[config.mk]
export PLATFORM = sky130hd
export DESIGN_NAME = muldiv_unit
export DESIGN_NICKNAME = d
export VERILOG_FILES = /design/src/rtl/muldiv_unit.sv
export SDC_FILE = /design/constraint.sdc
export NUM_CORES = 1
export LEC_CHECK = 0
export CORE_MARGIN = 1
export CORE_UTILIZATION = 46
export CTS_BUF_LIST = sky130_fd_sc_hd__clkbuf_8
export DETAILED_ROUTE_END_ITERATION = 8
export PLACE_DENSITY = 0.72
export SYNTH_ARGS = -nofsm -noshare
export SYNTH_HDL_FRONTEND = slang
export SYNTH_SLANG_ARGS = --single-unit
[constraint.sdc]
create_clock -name clk -period 6.75 [get_ports clk]
set_input_delay 1.35 -clock clk [delete_from_list [all_inputs] [get_ports clk]]
set_output_delay 1.35 -clock clk [all_outputs]
set_load 0.03 [all_outputs]
[src/rtl/muldiv_unit.sv]
// rtl/muldiv_unit.sv - iterative RV32M multiply/divide unit, one bit per cycle plus a sign-fixup cycle
// Divider datapath is compiled in only when MULDIV_DIV_EN is defined.
module muldiv_unit (
  input  logic        clk,
  input  logic        reset,
  input  logic        start,
  input  logic [2:0]  funct3,
  input  logic [31:0] srcA,
  input  logic [31:0] srcB,
  output logic        busy,
  output logic        done,
  output logic [31:0] result
);

  typedef enum logic [1:0] {IDLE, CALC, FIX, DONE} state_t;

  state_t      state, state_next;
  logic [2:0]  op;
  logic [63:0] acc;
  logic [31:0] operand;
  logic [4:0]  count;
  logic        res_neg;

  logic        a_signed, b_signed, a_neg, b_neg;
  logic [31:0] mag_a, mag_b;
  logic        skip_calc, load_neg;
  logic [63:0] load_acc;
  logic [31:0] load_operand;
  logic [32:0] mul_sum;
  logic [63:0] mul_step, acc_step, prod_fixed;
  logic [31:0] fix_value;
`ifdef MULDIV_DIV_EN
  logic [32:0] div_shift;
  logic        div_ge;
  logic [31:0] div_diff, word_sel, div_fixed;
  logic [63:0] div_step;
`endif

  // Operand capture: magnitudes, result sign and the initial accumulator.
  always_comb begin
    a_signed = (funct3 == 3'b001) || (funct3 == 3'b010);
    b_signed = (funct3 == 3'b001);
`ifdef MULDIV_DIV_EN
    if (funct3[2] && !funct3[0]) begin
      a_signed = 1'b1;
      b_signed = 1'b1;
    end
`endif
    a_neg = a_signed & srcA[31];
    b_neg = b_signed & srcB[31];
    mag_a = a_neg ? -srcA : srcA;
    mag_b = b_neg ? -srcB : srcB;
`ifdef MULDIV_DIV_EN
    skip_calc    = funct3[2] && (srcB == 32'd0);
    load_operand = funct3[2] ? mag_b : mag_a;
    if (!funct3[2]) begin
      load_neg = a_neg ^ b_neg;
      load_acc = {32'd0, mag_b};
    end else if (skip_calc) begin
      // Divide by zero: remainder word = dividend, quotient word = all ones.
      load_neg = 1'b0;
      load_acc = {srcA, 32'hFFFF_FFFF};
    end else begin
      load_neg = funct3[1] ? a_neg : (a_neg ^ b_neg);
      load_acc = {32'd0, mag_a};
    end
`else
    skip_calc    = funct3[2];
    load_neg     = a_neg ^ b_neg;
    load_acc     = {32'd0, mag_b};
    load_operand = mag_a;
`endif
  end

  // One iteration: shift-add for multiply, restoring step for divide.
  always_comb begin
    mul_sum  = {1'b0, acc[63:32]} + {1'b0, operand};
    mul_step = acc[0] ? {mul_sum, acc[31:1]} : {1'b0, acc[63:1]};
    acc_step = mul_step;
`ifdef MULDIV_DIV_EN
    div_shift = {acc[63:32], acc[31]};
    div_ge    = div_shift >= {1'b0, operand};
    div_diff  = div_shift[31:0] - operand;
    div_step  = div_ge ? {div_diff, acc[30:0], 1'b1} : {div_shift[31:0], acc[30:0], 1'b0};
    if (op[2]) acc_step = div_step;
`endif
  end

  always_comb begin
    prod_fixed = res_neg ? -acc : acc;
    fix_value  = (op[1:0] == 2'b00) ? prod_fixed[31:0] : prod_fixed[63:32];
`ifdef MULDIV_DIV_EN
    word_sel  = op[1] ? acc[63:32] : acc[31:0];
    div_fixed = res_neg ? -word_sel : word_sel;
    if (op[2]) fix_value = div_fixed;
`else
    if (op[2]) fix_value = 32'd0;
`endif
  end

  always_comb begin
    state_next = state;
    case (state)
      IDLE: if (start) state_next = skip_calc ? FIX : CALC;
      CALC: if (count == 5'd0) state_next = FIX;
      FIX:  state_next = DONE;
      DONE: state_next = IDLE;
      default: state_next = IDLE;
    endcase
  end

  always_ff @(posedge clk) begin
    if (!reset) state <= IDLE;
    else        state <= state_next;
  end

  always_ff @(posedge clk) begin
    if (!reset) begin
      op      <= 3'd0;
      acc     <= 64'd0;
      operand <= 32'd0;
      count   <= 5'd0;
      res_neg <= 1'b0;
      result  <= 32'd0;
    end else begin
      case (state)
        IDLE: if (start) begin
          op      <= funct3;
          acc     <= load_acc;
          operand <= load_operand;
          res_neg <= load_neg;
          count   <= 5'd31;
        end
        CALC: begin
          acc   <= acc_step;
          count <= count - 5'd1;
        end
        FIX: result <= fix_value;
        default: ;
      endcase
    end
  end

  assign busy = (state != IDLE);
  assign done = (state == DONE);

endmodule

==> results.json <==
{
  "floorplan.rows": 52,
  "start_kind": "input pin",
  "fin_worst_skew_ns": 0.0125,
  "ys.flop_type": "dfxtp_1",
  "chipWidth_um": 147,
  "syn_nets": 1335,
  "hold_slack_ns": 0.457,
  "cp-end-kind": "flop",
  "synth-seq-cells": 139,
  "fin_crit_sh_pct": 58.9,
  "finalSetupTns_ns": 0,
  "tightest_slew_ns": 1.01,
  "cts_buffers": 17,
  "cts_root_buffer": "clkbuf_8",
  "grt_pass1_vias": 8507,
  "first_pass_iters": 9,
  "routed-via-count": 9442,
  "ys_seq_area_share_pct": 28.9,
  "layout.cells.non_filler": 1566,
  "antenna_found_initial": 0,
  "ir_drop_mv": 0.129,
  "drc": 0,
  "stdcell_area_um2": 11200,
  "ctsHtreeMaxLevel": 4,
  "area_growth_pct": 16.8,
  "max_freq_ghz": 0.252,
  "first_iter_violations": 960,
  "finalSetupViolCount": 0,
  "cts_hold_buf": 0,
  "placedCellCount": 1534,
  "path_max_fanout": 46,
  "hold_viol": 0,
  "post_cts_buffers": 0,
  "overflow": 0,
  "postRouteAntennaNets": 0,
  "tritoncts": "done",
  "grt_util_all_layers_pct": 25.9,
  "wl_um": 27600,
  "diodes": 0,
  "yosys_warnings": 0,
  "cts.path.max_buffers": 2,
  "drive_gt1_share_pct": 4.71,
  "io_buffers": 103,
  "r2r_setup_slack_ns": 3.31,
  "final_common_cell": "dfxtp_1",
  "die_area_um2": 21500,
  "p_leak_nw": 4.08,
  "grt_first_pass_wirelength_um": 44900,
  "place_area_um2": 10800,
  "ys_types": 65,
  "hpwl_um": 20600,
  "hold_class": "flop to flop",
  "relSlewSlack_pct": 32.3,
  "path_clk_slew_ns": 0.08,
  "initial_core_util_pct": 47.2,
  "hold_depth": 2,
  "dieHeight_um": 147,
  "period_needed_ns": 3.97,
  "grt_setup_unrepaired": "false",
  "critPathKind": "input pin to flop",
  "nets": 1395,
  "synth_edf_count": 0,
  "post_drt_wl_per_cell_um": 17.6,
  "ios": 104,
  "slew_violations": 0,
  "grt_max_degree": 68,
  "cts_sinks": 139,
  "r2r_cells": 9,
  "vias_per_cell": 6.03,
  "syn_area_um2": 9620,
  "synth_area_per_cell_um2": 7.86,
  "synth_cells": 1223,
  "cap_violations": 0,
  "critPathRequiredTime_ns": 7.12,
  "gp_congestion": 0.918,
  "fillers": 1965,
  "cts_resized": 0,
  "arrival_ns": 4.35,
  "status": "finished, final reports clean",
  "final_cell_mix": "dfxtp_1 (138), nor2_1 (132), nand2_1 (105)",
  "synthArstFlopShare_pct": 0,
  "insertion_delay_ns": 0.47,
  "core-area_um2": 20400,
  "power.density_nw_per_um2": 284
}
cell families after synthesis:
group	Yosys count	synth area share, %
simple gates	391	19.4
flops	139	28.9
buf+inv	104	4.07
mux	9	0.976
xor+xnor	137	12.5
fa+ha+maj	42	5.54
compound gates	401	28.6
flip-flops by register name (all words and copies together) (netlist names):
signal,cells
state,2
res_neg,1
count,5
operand,32
op,3
result,32
acc,64
Yosys cell counts, types with 33 or more instances:
cell,number,area (um^2)
nand2_1,105,394
ha_1,41,513
clkbuf_1,69,259
inv_1,33,124
xnor2_1,59,517
nor2_1,135,507
dfxtp_1,139,2780
a21oi_1,83,415
xor2_1,78,683
o21ai_0,76,380
a22oi_1,34,255
a222oi_1,34,340
path summary, 6_finish.rpt:
path / to / from
max: result[19] / reset
min: result[4] / result[4]
max reg2reg: result[22] / acc[0]
min reg2reg: result[4] / result[4]
critical path, cell delays in order:
cell and delay, ns:
clkdlybuf4s50_1 1.04, inv_2 0.56, nor3_1 0.34, nand2_1 0.62, o221ai_1 0.42
power breakdown:
part	switching [mW]	internal, mW	leakage [nW]
registers	0.185	0.967	1.13
logic	0.819	0.490	2.74
clock network	0.360	0.372	0.208
metal layers:
layer / vias up / GRT usage [%] / wire length (um)
met5: - / 0 / 0
met2: 368 / 40.3 / 12300
met4: 0 / 7.03 / 397
met1: 4338 / 37.3 / 13000
li1: 4704 / - / -
met3: 32 / 3.38 / 1910
area by class of cell:
type	count	area [um^2]	share of cell area, %
clock buffers	17	234	2.08
inverters	33	124	1.10
clock inverters	15	189	1.68
repair buffers	112	1100	9.78
multi-input cells	980	6460	57.6
well taps	270	338	3.01
flip-flops and latches	139	2780	24.8
metrics by stage:
| stage | util [%] | worst slack (ns) | total power, mW |
|---|---|---|---|
| after global routing | 55.1 | 2.46 | 3.39 |
| after global placement | 53.1 | 2.40 | 2.43 |
| after floorplan | - | 3.10 | 2.05 |
| final | 55.1 | 2.78 | 3.19 |
| after detailed placement | 53.1 | 2.37 | 2.45 |
| after CTS | 55.1 | 2.87 | 3.18 |
Power figures use the tool's default switching activity.
